===== src/rtl/multicycle_control_pkg.sv =====
// Shared encodings for the RV32I multi-cycle controller: states, instruction
// classes, datapath mux codes and trap causes.
package multicycle_control_pkg;

  typedef enum logic [3:0] {
    ST_FETCH  = 4'd0,
    ST_DECODE = 4'd1,
    ST_EXEC   = 4'd2,
    ST_MEM_RD = 4'd3,
    ST_MEM_WR = 4'd4,
    ST_WB     = 4'd5,
    ST_BRANCH = 4'd6,
    ST_JUMP   = 4'd7,
    ST_HALT   = 4'd8,
    ST_TRAP   = 4'd9
  } state_e;

  typedef enum logic [3:0] {
    CLS_NONE, CLS_LOAD, CLS_STORE, CLS_BRANCH, CLS_JAL, CLS_JALR,
    CLS_LUI, CLS_AUIPC, CLS_ALUIMM, CLS_ALUREG, CLS_SYSTEM
  } cls_e;

  typedef struct packed {
    logic load, store, branch, jal, jalr, lui, auipc, alu_imm, alu_reg, system;
  } cls_onehot_t;

  localparam logic [1:0] PCSRC_ALU    = 2'b00;
  localparam logic [1:0] PCSRC_TARGET = 2'b01;
  localparam logic [1:0] PCSRC_JALR   = 2'b10;

  localparam logic [1:0] SRCA_RS1   = 2'b00;
  localparam logic [1:0] SRCA_PC    = 2'b01;
  localparam logic [1:0] SRCA_OLDPC = 2'b10;
  localparam logic [1:0] SRCA_ZERO  = 2'b11;

  localparam logic [1:0] SRCB_RS2  = 2'b00;
  localparam logic [1:0] SRCB_IMM  = 2'b01;
  localparam logic [1:0] SRCB_FOUR = 2'b10;

  localparam logic [1:0] RES_ALU = 2'b00;
  localparam logic [1:0] RES_MEM = 2'b01;
  localparam logic [1:0] RES_PC4 = 2'b10;

  localparam logic [1:0] ALUOP_ADD    = 2'b00;
  localparam logic [1:0] ALUOP_BRANCH = 2'b01;
  localparam logic [1:0] ALUOP_FUNCT  = 2'b10;
  localparam logic [1:0] ALUOP_PASSB  = 2'b11;

  localparam logic [2:0] IMM_I = 3'd0;
  localparam logic [2:0] IMM_S = 3'd1;
  localparam logic [2:0] IMM_B = 3'd2;
  localparam logic [2:0] IMM_U = 3'd3;
  localparam logic [2:0] IMM_J = 3'd4;

  localparam logic [1:0] CAUSE_NONE    = 2'b00;
  localparam logic [1:0] CAUSE_ILLEGAL = 2'b01;
  localparam logic [1:0] CAUSE_ECALL   = 2'b10;
  localparam logic [1:0] CAUSE_BUS     = 2'b11;

  localparam logic [6:0] OPC_SYSTEM = 7'b1110011;

  // Resolves multiple asserted class bits to one class.
  function automatic cls_e pick_class(cls_onehot_t oh);
    if (oh.load)         return CLS_LOAD;
    else if (oh.store)   return CLS_STORE;
    else if (oh.branch)  return CLS_BRANCH;
    else if (oh.jal)     return CLS_JAL;
    else if (oh.jalr)    return CLS_JALR;
    else if (oh.lui)     return CLS_LUI;
    else if (oh.auipc)   return CLS_AUIPC;
    else if (oh.alu_imm) return CLS_ALUIMM;
    else if (oh.alu_reg) return CLS_ALUREG;
    else if (oh.system)  return CLS_SYSTEM;
    else                 return CLS_NONE;
  endfunction

endpackage


===== src/rtl/multicycle_control_if.sv =====
// Controller <-> datapath/memory bundle. The controller is the master: it
// drives the strobes and mux selects, the datapath side drives decode/ready.
interface multicycle_control_if #(parameter int DATA_WIDTH = 32);
  logic [DATA_WIDTH-1:0] instr;
  logic alu_reg, alu_imm, branch, jal, jalr, lui, auipc, load, store, system;
  logic mem_ready, branch_taken;
  logic pc_write, ir_write, reg_write, mem_read, mem_write, mem_addr_sel;
  logic [1:0] pc_src, alu_src_a, alu_src_b, result_src, alu_op;
  logic [2:0] imm_src;
  logic halt, trap;
  logic [1:0] trap_cause;
  logic [3:0] state;

  modport master (
    input  instr, alu_reg, alu_imm, branch, jal, jalr, lui, auipc, load, store, system,
           mem_ready, branch_taken,
    output pc_write, ir_write, reg_write, mem_read, mem_write, mem_addr_sel,
           pc_src, alu_src_a, alu_src_b, result_src, alu_op, imm_src,
           halt, trap, trap_cause, state
  );

  modport slave (
    output instr, alu_reg, alu_imm, branch, jal, jalr, lui, auipc, load, store, system,
           mem_ready, branch_taken,
    input  pc_write, ir_write, reg_write, mem_read, mem_write, mem_addr_sel,
           pc_src, alu_src_a, alu_src_b, result_src, alu_op, imm_src,
           halt, trap, trap_cause, state
  );
endinterface


===== src/rtl/multicycle_control_mem_wait_timer.sv =====
// Counts memory wait cycles; expired_o flags that MEM_TIMEOUT waits have elapsed.
// MEM_TIMEOUT = 0 disables expiry.
module mem_wait_timer #(
  parameter int MEM_TIMEOUT = 15
) (
  input  logic clk,
  input  logic rst,
  input  logic clear_i,
  input  logic count_i,
  output logic expired_o
);
  localparam int TW = (MEM_TIMEOUT > 0) ? $clog2(MEM_TIMEOUT + 1) : 1;
  localparam logic [TW-1:0] CNT_MAX = (MEM_TIMEOUT > 0) ? TW'(MEM_TIMEOUT) : '1;

  logic [TW-1:0] cnt_q, cnt_d;

  // Saturating: the count parks at CNT_MAX instead of wrapping.
  always_comb begin
    cnt_d = cnt_q;
    if (clear_i) cnt_d = '0;
    else if (count_i && (cnt_q != CNT_MAX)) cnt_d = cnt_q + 1'b1;
  end

  always_ff @(posedge clk) begin
    if (rst) cnt_q <= '0;
    else     cnt_q <= cnt_d;
  end

  assign expired_o = (MEM_TIMEOUT > 0) && (cnt_q == CNT_MAX);
endmodule


===== src/rtl/multicycle_control.sv =====
// RV32I multi-cycle control FSM sharing one memory port and one ALU.
// FETCH fetch+PC+=4 | DECODE latch class | EXEC ALU op | MEM_RD/MEM_WR data access
// WB reg write | BRANCH cond PC update | JUMP link+PC | HALT ebreak | TRAP fault
module multicycle_control
  import multicycle_control_pkg::*;
#(
  parameter int DATA_WIDTH  = 32,
  parameter int MEM_TIMEOUT = 15
) (
  input logic clk,
  input logic rst,
  multicycle_control_if.master bus
);
  state_e state_q, state_d;
  cls_e   cls_q, cls_d;
  logic [1:0] cause_q, cause_d;
  logic [DATA_WIDTH-1:0] instr_w;
  logic [31:0] ir;
  cls_onehot_t oh;
  logic expired, wait_st, is_ecall, is_ebreak;

  assign instr_w = bus.instr;
  assign ir = instr_w[31:0];
  assign oh = {bus.load, bus.store, bus.branch, bus.jal, bus.jalr,
               bus.lui, bus.auipc, bus.alu_imm, bus.alu_reg, bus.system};
  assign is_ecall  = (ir[31:7] == 25'd0) && (ir[6:0] == OPC_SYSTEM);
  assign is_ebreak = (ir[31:21] == 11'd0) && ir[20] && (ir[19:7] == 13'd0) &&
                     (ir[6:0] == OPC_SYSTEM);
  assign wait_st = (state_q == ST_FETCH) || (state_q == ST_MEM_RD) || (state_q == ST_MEM_WR);

  mem_wait_timer #(.MEM_TIMEOUT(MEM_TIMEOUT)) u_timer (
    .clk       (clk),
    .rst       (rst),
    .clear_i   (state_d != state_q),
    .count_i   (wait_st && !bus.mem_ready),
    .expired_o (expired)
  );

  always_comb begin
    state_d = state_q;
    cls_d   = cls_q;
    cause_d = cause_q;
    case (state_q)
      ST_FETCH, ST_MEM_RD, ST_MEM_WR: begin
        if (bus.mem_ready) begin
          if (state_q == ST_FETCH)       state_d = ST_DECODE;
          else if (state_q == ST_MEM_RD) state_d = ST_WB;
          else                           state_d = ST_FETCH;
        end else if (expired) begin
          state_d = ST_TRAP;
          cause_d = CAUSE_BUS;
        end
      end
      ST_DECODE: begin
        cls_d = pick_class(oh);
        case (cls_d)
          CLS_LOAD, CLS_STORE, CLS_LUI, CLS_AUIPC, CLS_ALUIMM, CLS_ALUREG: state_d = ST_EXEC;
          CLS_BRANCH:        state_d = ST_BRANCH;
          CLS_JAL, CLS_JALR: state_d = ST_JUMP;
          CLS_SYSTEM: begin
            if (is_ecall) begin
              state_d = ST_TRAP;
              cause_d = CAUSE_ECALL;
            end else if (is_ebreak) begin
              state_d = ST_HALT;
            end else begin
              state_d = ST_TRAP;
              cause_d = CAUSE_ILLEGAL;
            end
          end
          default: begin
            state_d = ST_TRAP;
            cause_d = CAUSE_ILLEGAL;
          end
        endcase
      end
      ST_EXEC: begin
        if (cls_q == CLS_LOAD)       state_d = ST_MEM_RD;
        else if (cls_q == CLS_STORE) state_d = ST_MEM_WR;
        else                         state_d = ST_WB;
      end
      ST_WB, ST_BRANCH, ST_JUMP: state_d = ST_FETCH;
      ST_HALT, ST_TRAP:          state_d = state_q;
      default:                   state_d = ST_FETCH;
    endcase
  end

  always_ff @(posedge clk) begin
    if (rst) begin
      state_q <= ST_FETCH;
      cls_q   <= CLS_NONE;
      cause_q <= CAUSE_NONE;
    end else begin
      state_q <= state_d;
      cls_q   <= cls_d;
      cause_q <= cause_d;
    end
  end

  // Output decode is gated by rst so strobes drop within the reset cycle itself.
  always_comb begin
    bus.pc_write     = 1'b0;
    bus.ir_write     = 1'b0;
    bus.reg_write    = 1'b0;
    bus.mem_read     = 1'b0;
    bus.mem_write    = 1'b0;
    bus.mem_addr_sel = 1'b0;
    bus.pc_src       = PCSRC_ALU;
    bus.alu_src_a    = SRCA_RS1;
    bus.alu_src_b    = SRCB_RS2;
    bus.result_src   = RES_ALU;
    bus.alu_op       = ALUOP_ADD;
    bus.imm_src      = IMM_I;
    bus.halt         = 1'b0;
    bus.trap         = 1'b0;
    bus.trap_cause   = CAUSE_NONE;
    bus.state        = 4'd0;
    if (!rst) begin
      bus.state      = state_q;
      bus.halt       = (state_q == ST_HALT);
      bus.trap       = (state_q == ST_TRAP);
      bus.trap_cause = cause_q;
      // ALU setup stays applied until the result is consumed (address or writeback).
      if ((state_q == ST_EXEC) || (state_q == ST_MEM_RD) ||
          (state_q == ST_MEM_WR) || (state_q == ST_WB)) begin
        case (cls_q)
          CLS_ALUREG: bus.alu_op = ALUOP_FUNCT;
          CLS_ALUIMM: begin bus.alu_src_b = SRCB_IMM; bus.alu_op = ALUOP_FUNCT; end
          CLS_LOAD:   bus.alu_src_b = SRCB_IMM;
          CLS_STORE:  begin bus.alu_src_b = SRCB_IMM; bus.imm_src = IMM_S; end
          CLS_LUI: begin
            bus.alu_src_a = SRCA_ZERO;
            bus.alu_src_b = SRCB_IMM;
            bus.alu_op    = ALUOP_PASSB;
            bus.imm_src   = IMM_U;
          end
          CLS_AUIPC: begin
            bus.alu_src_a = SRCA_OLDPC;
            bus.alu_src_b = SRCB_IMM;
            bus.imm_src   = IMM_U;
          end
          default: ;
        endcase
      end
      case (state_q)
        ST_FETCH: begin
          bus.mem_read  = 1'b1;
          bus.alu_src_a = SRCA_PC;
          bus.alu_src_b = SRCB_FOUR;
          if (bus.mem_ready) begin
            bus.ir_write = 1'b1;
            bus.pc_write = 1'b1;
          end
        end
        ST_MEM_RD: begin bus.mem_read = 1'b1; bus.mem_addr_sel = 1'b1; end
        ST_MEM_WR: begin bus.mem_write = 1'b1; bus.mem_addr_sel = 1'b1; end
        ST_WB: begin
          bus.reg_write  = 1'b1;
          bus.result_src = (cls_q == CLS_LOAD) ? RES_MEM : RES_ALU;
        end
        ST_BRANCH: begin
          bus.alu_op   = ALUOP_BRANCH;
          bus.imm_src  = IMM_B;
          bus.pc_src   = PCSRC_TARGET;
          bus.pc_write = bus.branch_taken;
        end
        ST_JUMP: begin
          bus.reg_write  = 1'b1;
          bus.result_src = RES_PC4;
          bus.pc_write   = 1'b1;
          if (cls_q == CLS_JALR) begin
            bus.alu_src_b = SRCB_IMM;
            bus.pc_src    = PCSRC_JALR;
            bus.imm_src   = IMM_I;
          end else begin
            bus.pc_src  = PCSRC_TARGET;
            bus.imm_src = IMM_J;
          end
        end
        default: ;
      endcase
    end
  end
endmodule


===== src/flat_wrapper.sv =====
// flat-port wrapper written by rule: the top's interface ports become plain ports
module multicycle_control_flat import multicycle_control_pkg::*;
#(
  parameter int DATA_WIDTH  = 32,
  parameter int MEM_TIMEOUT = 15
)
  (clk, rst, bus_instr, bus_alu_reg, bus_alu_imm, bus_branch, bus_jal, bus_jalr, bus_lui, bus_auipc, bus_load, bus_store, bus_system, bus_mem_ready, bus_branch_taken, bus_pc_write, bus_ir_write, bus_reg_write, bus_mem_read, bus_mem_write, bus_mem_addr_sel, bus_pc_src, bus_alu_src_a, bus_alu_src_b, bus_result_src, bus_alu_op, bus_imm_src, bus_halt, bus_trap, bus_trap_cause, bus_state);
  multicycle_control_if #(.DATA_WIDTH(DATA_WIDTH)) bus_i ();
  input logic clk;
  input logic rst;
  input wire logic [$bits(bus_i.instr)-1:0] bus_instr;
  input wire logic [$bits(bus_i.alu_reg)-1:0] bus_alu_reg;
  input wire logic [$bits(bus_i.alu_imm)-1:0] bus_alu_imm;
  input wire logic [$bits(bus_i.branch)-1:0] bus_branch;
  input wire logic [$bits(bus_i.jal)-1:0] bus_jal;
  input wire logic [$bits(bus_i.jalr)-1:0] bus_jalr;
  input wire logic [$bits(bus_i.lui)-1:0] bus_lui;
  input wire logic [$bits(bus_i.auipc)-1:0] bus_auipc;
  input wire logic [$bits(bus_i.load)-1:0] bus_load;
  input wire logic [$bits(bus_i.store)-1:0] bus_store;
  input wire logic [$bits(bus_i.system)-1:0] bus_system;
  input wire logic [$bits(bus_i.mem_ready)-1:0] bus_mem_ready;
  input wire logic [$bits(bus_i.branch_taken)-1:0] bus_branch_taken;
  output wire logic [$bits(bus_i.pc_write)-1:0] bus_pc_write;
  output wire logic [$bits(bus_i.ir_write)-1:0] bus_ir_write;
  output wire logic [$bits(bus_i.reg_write)-1:0] bus_reg_write;
  output wire logic [$bits(bus_i.mem_read)-1:0] bus_mem_read;
  output wire logic [$bits(bus_i.mem_write)-1:0] bus_mem_write;
  output wire logic [$bits(bus_i.mem_addr_sel)-1:0] bus_mem_addr_sel;
  output wire logic [$bits(bus_i.pc_src)-1:0] bus_pc_src;
  output wire logic [$bits(bus_i.alu_src_a)-1:0] bus_alu_src_a;
  output wire logic [$bits(bus_i.alu_src_b)-1:0] bus_alu_src_b;
  output wire logic [$bits(bus_i.result_src)-1:0] bus_result_src;
  output wire logic [$bits(bus_i.alu_op)-1:0] bus_alu_op;
  output wire logic [$bits(bus_i.imm_src)-1:0] bus_imm_src;
  output wire logic [$bits(bus_i.halt)-1:0] bus_halt;
  output wire logic [$bits(bus_i.trap)-1:0] bus_trap;
  output wire logic [$bits(bus_i.trap_cause)-1:0] bus_trap_cause;
  output wire logic [$bits(bus_i.state)-1:0] bus_state;
  assign bus_i.instr = bus_instr;
  assign bus_i.alu_reg = bus_alu_reg;
  assign bus_i.alu_imm = bus_alu_imm;
  assign bus_i.branch = bus_branch;
  assign bus_i.jal = bus_jal;
  assign bus_i.jalr = bus_jalr;
  assign bus_i.lui = bus_lui;
  assign bus_i.auipc = bus_auipc;
  assign bus_i.load = bus_load;
  assign bus_i.store = bus_store;
  assign bus_i.system = bus_system;
  assign bus_i.mem_ready = bus_mem_ready;
  assign bus_i.branch_taken = bus_branch_taken;
  assign bus_pc_write = bus_i.pc_write;
  assign bus_ir_write = bus_i.ir_write;
  assign bus_reg_write = bus_i.reg_write;
  assign bus_mem_read = bus_i.mem_read;
  assign bus_mem_write = bus_i.mem_write;
  assign bus_mem_addr_sel = bus_i.mem_addr_sel;
  assign bus_pc_src = bus_i.pc_src;
  assign bus_alu_src_a = bus_i.alu_src_a;
  assign bus_alu_src_b = bus_i.alu_src_b;
  assign bus_result_src = bus_i.result_src;
  assign bus_alu_op = bus_i.alu_op;
  assign bus_imm_src = bus_i.imm_src;
  assign bus_halt = bus_i.halt;
  assign bus_trap = bus_i.trap;
  assign bus_trap_cause = bus_i.trap_cause;
  assign bus_state = bus_i.state;
  multicycle_control #(.DATA_WIDTH(DATA_WIDTH), .MEM_TIMEOUT(MEM_TIMEOUT)) u_core (.clk(clk), .rst(rst), .bus(bus_i));
endmodule

===== config.mk =====
export PLATFORM = sky130hd
export DESIGN_NAME = multicycle_control_flat
export DESIGN_NICKNAME = d
export VERILOG_FILES = /design/src/rtl/multicycle_control_pkg.sv /design/src/rtl/multicycle_control_if.sv /design/src/rtl/multicycle_control_mem_wait_timer.sv /design/src/rtl/multicycle_control.sv /design/src/flat_wrapper.sv
export SDC_FILE = /design/constraint.sdc
export NUM_CORES = 1
export LEC_CHECK = 0
export BUFFER_PORTS_ARGS = -buffer_cell sky130_fd_sc_hd__buf_4
export CORE_ASPECT_RATIO = 0.75
export CORE_UTILIZATION = 48
export CTS_CLUSTER_SIZE = 20
export DETAILED_ROUTE_END_ITERATION = 12
export PLACE_DENSITY = 0.93
export SYNTH_ARGS = -nofsm -noshare
export SYNTH_HDL_FRONTEND = slang
export SYNTH_SLANG_ARGS = --single-unit
export TNS_END_PERCENT = 30

===== constraint.sdc =====
create_clock -name clk -period 3.9 [get_ports clk]
set_clock_uncertainty 0.15 [all_clocks]
set_input_delay 0.78 -clock clk [delete_from_list [all_inputs] [get_ports clk]]
set_output_delay 0.78 -clock clk [all_outputs]
set_load 0.01 [all_outputs]

Word-level counts from Yosys, hierarchy flattened
Cells that the tools add are included.
{ "totals": {"ff_bits": 14, "out_inout_bits": 27, "elab_cells": 137} }
{ "classes": {"add_sub_neg": 1, "eq_ne": 34, "n_reduce_logical": 30, "mux": 68} }
{ "op_table": {"columns": ["operator", "count"], "rows": [
  ["$mux W4", 17],
  ["$eq A4 B3 Y1 const B", 11],
  ["$mux W2", 17],
  ["$eq A4 B4 Y1 const B", 8],
  ["$pmux W2 S2", 8],
  ["$pmux W4 S4", 2],
  ["$logic_not A25 Y1", 1],
  ["$eq A4 B2 Y1 const B", 5],
  ["$mux W1", 18],
  ["$reduce_or A2 Y1", 8],
  ["$logic_not A13 Y1", 1],
  ["$eq A4 B1 Y1 const B", 3],
  ["$mux W3", 4],
  ["$logic_not A11 Y1", 1],
  ["$reduce_or A9 Y1", 1],
  ["$eq A7 B7 Y1 const B", 1],
  ["$logic_and A1 B1 Y1", 6],
  ["$pmux W3 S2", 1],
  ["$reduce_or A6 Y1", 1],
  ["$logic_or A1 B1 Y1", 5],
  ["$reduce_and A5 Y1", 1],
  ["$reduce_or A5 Y1", 1],
  ["$add A4 B1 Y4 const B", 1],
  ["$logic_not A4 Y1", 1],
  ["other kinds (9)", 10]
]} }

Logic depth before layout (Yosys ltp)
Gate-level depths: netlist of run 1.
{ "logic_depth": {"depth_word": 17, "mapped_depth": 8, "ltp_nobuf": 7} }

Hierarchy
A second synthesis of run 1 with hierarchy kept.
{ "hier_totals": {"hier_cells": 197, "hier_area_um2": 1367.6} }
{ "by_module_without_submodules": {"columns": ["mod", "n_inst", "cells_per_inst", "area_each_um2"], "rows": [
  ["multicycle_control", 1, 175, 1156.1],
  ["mem_wait_timer", 1, 22, 211.5]
]} }

Least setup slack after synthesis of run 1
OpenSTA, ideal clock, no wires.
{ "synth_timing": {"path_kind": "in2out", "from": "in rst", "to": "out bus_ir_write", "n_path_buf": 1, "required_time_ns": 2.970, "stages": 4, "path_slack_ns": 1.104, "t_arrival_ns": 1.866, "cell_sequence": "clkbuf_1 > or3_1 > nor3_1 > and2_1"} }
{ "synth_between": {"elab_chain_len": 1} }
{ "synth_lines": {"columns": ["item", "line_no", "source"], "rows": [
  ["from (decl)", "flat_wrapper.sv:10", "input logic rst;"],
  ["$mux W1", "multicycle_control.sv:118", "if (!rst) begin"],
  ["to (decl)", "flat_wrapper.sv:25", "output wire logic [$bits(bus_i.ir_write)-1:0] bus_ir_write;"]
]} }
Every way passes these cells.

Final worst setup path of run 1
{ "layout_timing": {"from": "reg u_core.state_q[2]", "to": "out bus_imm_src[0]"} }
{ "layout_between": {"elab_chain_len": 7} }
{ "layout_lines": {"columns": ["item", "line_no", "source"], "rows": [
  ["from (decl)", "multicycle_control.sv:14", "state_e state_q, state_d;"],
  ["from (signal assigned)", "multicycle_control.sv:94", "state_q <= state_d;"],
  ["$eq A4 B2 Y1", "multicycle_control.sv:124", "if ((state_q == ST_EXEC) || (state_q == ST_MEM_RD) ||"],
  ["$logic_or A1 B1 Y1 (2 in series)", "multicycle_control.sv:124", null],
  ["$logic_or A1 B1 Y1", "multicycle_control.sv:125", "(state_q == ST_MEM_WR) || (state_q == ST_WB)) begin"],
  ["$mux W3", "multicycle_control.sv:124", null],
  ["$pmux W3 S2 (*)", "multicycle_control.sv:145", "case (state_q)"],
  ["$mux W3 (*)", "multicycle_control.sv:118", null],
  ["to (decl)", "flat_wrapper.sv:35", "output wire logic [$bits(bus_i.imm_src)-1:0] bus_imm_src;"]
]} }
Every way passes the cells marked *; elsewhere a longest branch is shown, timed or not.

==> impl_metrics.json, run 1 <==
{
  "layout-drive-gt1-share_pct": 31.2,
  "synth.ff_latch_count": 14,
  "maxSlewHeadroom_pct": 47.8,
  "width_of_the_die_um": 62.9,
  "die-area_mm2": 0.00300,
  "finalNetCount": 311,
  "synth_top_flop_cell": "dfxtp_1",
  "layout-area-overhead-vs-synth_pct": 44.3,
  "crit_type": "reg2out",
  "critical-path-slowest-cell": "dfxtp_1",
  "static-leakage-power_nw": 0.813,
  "latest_clock_arrival_within_the_worst_skew_pair_ns": 0.25,
  "cts.root.buffer_cell": "clkbuf_8",
  "detailroute.via_count": 1712,
  "initial_antenna_violation_count": 0,
  "setup_viol": 0,
  "gpl.final_weighted_congestion": 0.875,
  "ctsHtreeMaxLevel": 1,
  "synth_enable_flop_cells": 0,
  "layout.cells.most_common": "buf_4",
  "max_clock_freq_mhz": 341,
  "hold_viol_final": 0,
  "routed_via_density": 5.73,
  "grt_pass1_vias": 1439,
  "detail_route.drc_violations": 0,
  "globalRouteOverflowTotal": 0,
  "crit_buf_inv": 2,
  "mappedNetlistArea_mm2": 0.00134,
  "port-buffer-count": 72,
  "cpLargestDelayFamily": "flip-flops",
  "worst_hold_slack_ns": 0.316,
  "floorplan.initialDensity_pct": 50.9,
  "placeableCoreArea_mm2": 0.00262,
  "critical_path.endpoint_type": "output port",
  "post_cts_hold_buffer_count": 0,
  "antenna_cells": 0,
  "cts_buffers": 3,
  "syn_warnings": 0,
  "die_h_um": 47.7,
  "top_level_ports": 73,
  "detailedPlacementHpwl_um": 2990,
  "clk_pin_slew_ns": 0.06,
  "ant_nets": 0,
  "period_minus_slack_ns": 2.93,
  "grt_start_max_net_pins": 29,
  "worstPathCellList": "inv_1 > nor2_1 > o21bai_1 > nor3b_1 > buf_4",
  "ir_drop_mv": 0.151,
  "startpoint_type": "flop",
  "arrival_ns": 2.00,
  "rsz_0062_raised_after_global_routing": "false",
  "grt_pass1_wl_um": 6140,
  "max_cap_violations": 0,
  "ys_async_sr_fraction_pct": 0,
  "status": "finished, final reports clean",
  "floorplan_row_count": 16,
  "number_of_optimization_iterations_in_the_first_detailed_route_pass": 5,
  "ys_types": 50,
  "synth-seq-area-share_pct": 21.0,
  "worst-endpoint-required_ns": 2.97,
  "max_slew.worst_pin.slew_ns": 0.782,
  "postLayoutSetupSlackWorst_ns": 0.969,
  "cts_resized": 0,
  "power_per_cell_area_mw_per_mm2": 247,
  "route.final.wire_length_um": 3900,
  "tritoncts": "done",
  "clkSinkCount": 14,
  "clk_path_buf_depth": 2,
  "maximum_fanout_along_the_worst_path": 20,
  "wire_per_inst_um": 13.1,
  "hp-class": "reg2reg",
  "synth_area_per_cell_um2": 6.68,
  "min_period_over_period_pct": 75.1,
  "fin_setup_tns_ns": 0,
  "cts_setup_buffers": 0,
  "netlist_instances": 200,
  "gr-usage-all-layers_pct": 26.1,
  "drt_first_iter_violations": 169,
  "report.final.slew_viol_count": 0,
  "synth.net_count": 247,
  "layout.cells.most_common_list": "buf_4 (72), nor2_1 (31), a21oi_1 (16)",
  "n_fill_cell": 223,
  "detailedPlace.worstSlack_ns": 1.10,
  "critical-path-max-stage-delay_ns": 0.72
}
-- synthesized netlist by cell type (all sizes together), types with 3 or more instances --
master | instances | area [um^2]
nor2b | 6 | 37.5
nor2 | 31 | 116
clkbuf | 12 | 45.0
o21ai | 10 | 50.0
inv | 7 | 26.3
nand2 | 14 | 52.6
or2 | 5 | 31.3
nor4 | 9 | 56.3
or3 | 4 | 25.0
a31oi | 3 | 18.8
nand3b | 4 | 30.0
nor3 | 10 | 55.1
dfxtp | 14 | 280
nand4 | 4 | 25.0
nand2b | 4 | 25.0
and2 | 3 | 18.8
nand3 | 5 | 25.0
a21oi | 16 | 80.1
a211oi | 3 | 27.5
nor4b | 3 | 26.3
-- power breakdown --
| group | internal [mW] | total, mW | switching [mW] | leakage [nW] |
|---|---|---|---|---|
| logic | 0.0830 | 0.159 | 0.0758 | 0.671 |
| clock network | 0.0896 | 0.144 | 0.0540 | 0.0288 |
| registers | 0.152 | 0.174 | 0.0214 | 0.114 |
-- through the flow --
| stage | power (mW) | instances | instance area, um^2 | utilization [%] |
|---|---|---|---|---|
| finish | 0.476 | 299 | 1930 | 73.5 |
| global route | 0.499 | 299 | 1930 | 73.5 |
| CTS | 0.477 | 299 | 1930 | 73.5 |
| detailed placement | 0.332 | 295 | 1870 | 71.4 |
| global placement | 0.329 | 295 | 1870 | 71.4 |
| floorplan | 0.263 | 200 | 1340 | - |
-- tightest hold or removal path, delay by kind of cell (launching register included) --
family / cells / cell delay [ns]
buf+inv: 1 / 0.06
compound gates: 1 / 0.06
flops: 1 / 0.30
-- worst paths after layout --
path	from	endpoint	slack, ns	cells past startpoint
max	u_core.state_q[2]	bus_imm_src[0]	0.97	5
min	u_core.cause_q[1]	u_core.cause_q[1]	0.32	2
max reg2reg	u_core.state_q[1]	u_core.u_timer.cnt_q[2]	1.31	6
min reg2reg	u_core.cause_q[1]	u_core.cause_q[1]	0.32	2
-- layer usage --
layer	share of wire (%)	up-vias	track usage [%]
li1	-	858	-
met1	44	765	31.5
met2	47	81	48.4
met3	6.9	8	3.81
met4	1.6	0	11.2
met5	0	-	0
-- sequential cells by signal, indices dropped and copies added, names as in the netlist --
register and cells:
u_core.cls_q 4, u_core.state_q 4, u_core.u_timer.cnt_q 4, u_core.cause_q 2
-- cells by family after synthesis --
logic type,count (synthesis),synth area share (%)
simple gates,112,45.8
compound gates,49,23.9
buf+inv,20,5.62
flops,14,21.0
xor+xnor,3,1.97
mux,1,0.750
fa+ha+maj,1,0.937
-- area by class of cell --
type	instances	area, um^2	share of cell area (%)
well taps	36	45.0	2.34
inverters	7	26.3	1.36
flip-flops and latches	14	280	14.5
repair buffers	72	541	28.1
clock buffers	4	55.1	2.86
multi-input cells	166	980	50.8
Note: power is estimated with default switching activity, not from simulation.
==> run 2, diff against run 1 <==
--- a/config.mk
+++ b/config.mk
@@ -7,10 +7,10 @@
 export LEC_CHECK = 0
 export BUFFER_PORTS_ARGS = -buffer_cell sky130_fd_sc_hd__buf_4
 export CORE_ASPECT_RATIO = 0.75
-export CORE_UTILIZATION = 48
+export CORE_UTILIZATION = 45
 export CTS_CLUSTER_SIZE = 20
 export DETAILED_ROUTE_END_ITERATION = 12
-export PLACE_DENSITY = 0.93
+export PLACE_DENSITY = 0.89
 export SYNTH_ARGS = -nofsm -noshare
 export SYNTH_HDL_FRONTEND = slang
 export SYNTH_SLANG_ARGS = --single-unit
==> constraint.sdc (replaced) <==
create_clock -name clk -period 2.7 [get_ports clk]
set_clock_uncertainty 0.15 [all_clocks]
set_input_delay 0.54 -clock clk [delete_from_list [all_inputs] [get_ports clk]]
set_output_delay 0.54 -clock clk [all_outputs]
set_load 0.01 [all_outputs]
==> run 2 against run 1 <==
Effect of this change: sequential power increased by 37%; first-iteration DRC count decreased by 43%; die area increased by 6.4%; flip-flop and latch count unchanged; critical path depth unchanged; via count increased by 1.1%; register-to-register slack got worse by 0.99 ns; hold slack got worse by 0.00067 ns; critical endpoint is now bus_alu_src_a[0]; largest cell class unchanged.
==> impl_metrics.json, run 2 (synthesized netlist as in run 1, its figures left out) <==
{
  "setup_viol": 0,
  "detailroute.via_count": 1730,
  "floorplan_row_count": 16,
  "detail_route.drc_violations": 0,
  "tritoncts": "done",
  "gpl.final_weighted_congestion": 0.847,
  "power_per_cell_area_mw_per_mm2": 351,
  "max_cap_violations": 0,
  "die-area_mm2": 0.00319,
  "critical-path-max-stage-delay_ns": 0.39,
  "maximum_fanout_along_the_worst_path": 10,
  "hp-class": "reg2reg",
  "gr-usage-all-layers_pct": 26.0,
  "most_repeated_library_cell_on_the_critical_path": "buf_4",
  "grt_pass1_vias": 1629,
  "grt_start_max_net_pins": 22,
  "fin_setup_tns_ns": 0,
  "max_slew.worst_pin.slew_ns": 0.607,
  "cts.root.buffer_cell": "clkbuf_8",
  "static-leakage-power_nw": 0.854,
  "drt_first_iter_violations": 97,
  "hold_viol_final": 0,
  "period_minus_slack_ns": 2.50,
  "multi_input_comb_area_um2": 982,
  "routed_via_density": 5.64,
  "status": "finished, final reports clean",
  "route.final.wire_length_um": 3880,
  "wire_per_inst_um": 12.6,
  "layout.cells.most_common": "buf_4",
  "largest_registers": "u_core.cls_q x4, u_core.state_q x4, u_core.u_timer.cnt_q x4",
  "number_of_optimization_iterations_in_the_first_detailed_route_pass": 4,
  "arrival_ns": 1.81,
  "min_period_over_period_pct": 92.6,
  "cts_buffers": 3,
  "initial_antenna_violation_count": 0,
  "layout.cells.most_common_list": "buf_4 (80), nor2_1 (31), a21oi_1 (16)",
  "layout-drive-gt1-share_pct": 33.6,
  "finalNetCount": 319,
  "worstPathCellList": "buf_4 > or3_1 > nor3_1 > o21bai_1 > buf_4",
  "critical_path.endpoint_type": "output port",
  "startpoint_type": "flop",
  "grt_pass1_wl_um": 6710,
  "max_clock_freq_mhz": 400,
  "critical-path-slowest-cell": "dfxtp_1",
  "worst-endpoint-required_ns": 2.01,
  "seqCellArea_um2": 280,
  "clkSinkCount": 14,
  "port-buffer-count": 72,
  "report.final.slew_viol_count": 0,
  "ctsHtreeMaxLevel": 1,
  "clk_pin_slew_ns": 0.06,
  "die_h_um": 49.2,
  "crit_type": "reg2out",
  "detailedPlacementHpwl_um": 3080,
  "width_of_the_die_um": 64.9,
  "rsz_0062_raised_after_global_routing": "false",
  "antenna_cells": 0,
  "worst_hold_slack_ns": 0.315,
  "floorplan.initialDensity_pct": 49.4,
  "globalRouteOverflowTotal": 0,
  "ir_drop_mv": 0.272,
  "layout-area-overhead-vs-synth_pct": 49.0,
  "placeableCoreArea_mm2": 0.00270,
  "ant_nets": 0,
  "n_fill_cell": 237,
  "clk_path_buf_depth": 2,
  "latest_clock_arrival_within_the_worst_skew_pair_ns": 0.24,
  "maxSlewHeadroom_pct": 59.1,
  "top_level_ports": 73
}
run 2: cell types whose count changed in the layout (fill, tap and decap cells not counted), sizes merged:
cell  change
buf       +8
run 2: critical path, delay by kind of cell (launching register included):
family	cells	cell delay, ns
simple gates	2	0.68
flops	1	0.39
buf+inv	2	0.34
compound gates	1	0.16
run 2: where the power goes:
group / leakage, nW / switching, mW / internal, mW
clock: 0.0288 / 0.0745 / 0.129
combinational: 0.712 / 0.125 / 0.131
sequential: 0.114 / 0.0191 / 0.220
run 2: worst paths after layout:
check	startpoint	endpoint	slack [ns]	cells past startpoint
worst min register to register	u_core.cause_q[1]	u_core.cause_q[1]	0.31	2
worst min-delay path	u_core.cause_q[1]	u_core.cause_q[1]	0.31	2
worst max-delay path	u_core.state_q[1]	bus_alu_src_a[0]	0.20	5
worst max register to register	u_core.cls_q[0]	u_core.u_timer.cnt_q[2]	0.32	6
run 2: area by class of cell:
cell class	count	area share (%)
inverters	7	1.32
well taps	36	2.26
flip-flops and latches	14	14.1
multi-input cells	166	49.4
repair buffers	80	30.2
clock buffers	4	2.77
run 2: timing repair:
| item | CTS | global route |
|---|---|---|
| setup buffers | 0 | 0 |
| hold buffers | 0 | 0 |
| setup endpoints to repair | 0 | 1 |
| gates resized for setup | 0 | 1 |
run 2: per-stage QoR:
stage / util [%] / setup slack (ns) / total power, mW / cells / area, um^2
after floorplan: - / 0.384 / 0.380 / 200 / 1340
after global placement: 71.5 / 0.234 / 0.491 / 303 / 1930
after detailed placement: 71.5 / 0.104 / 0.495 / 303 / 1930
after CTS: 73.5 / 0.181 / 0.700 / 307 / 1990
after global routing: 73.6 / 0.0261 / 0.742 / 307 / 1990
final: 73.6 / 0.200 / 0.698 / 307 / 1990
run 2: layer usage:
layer	part of all wire (%)	track usage, %	routed length, um	vias to the layer above
met5	0	0	0	-
met4	0.83	6.67	32	0
met3	7.6	3.27	295	5
met2	45	46.2	1760	69
met1	46	32.7	1790	782
li1	-	-	-	874
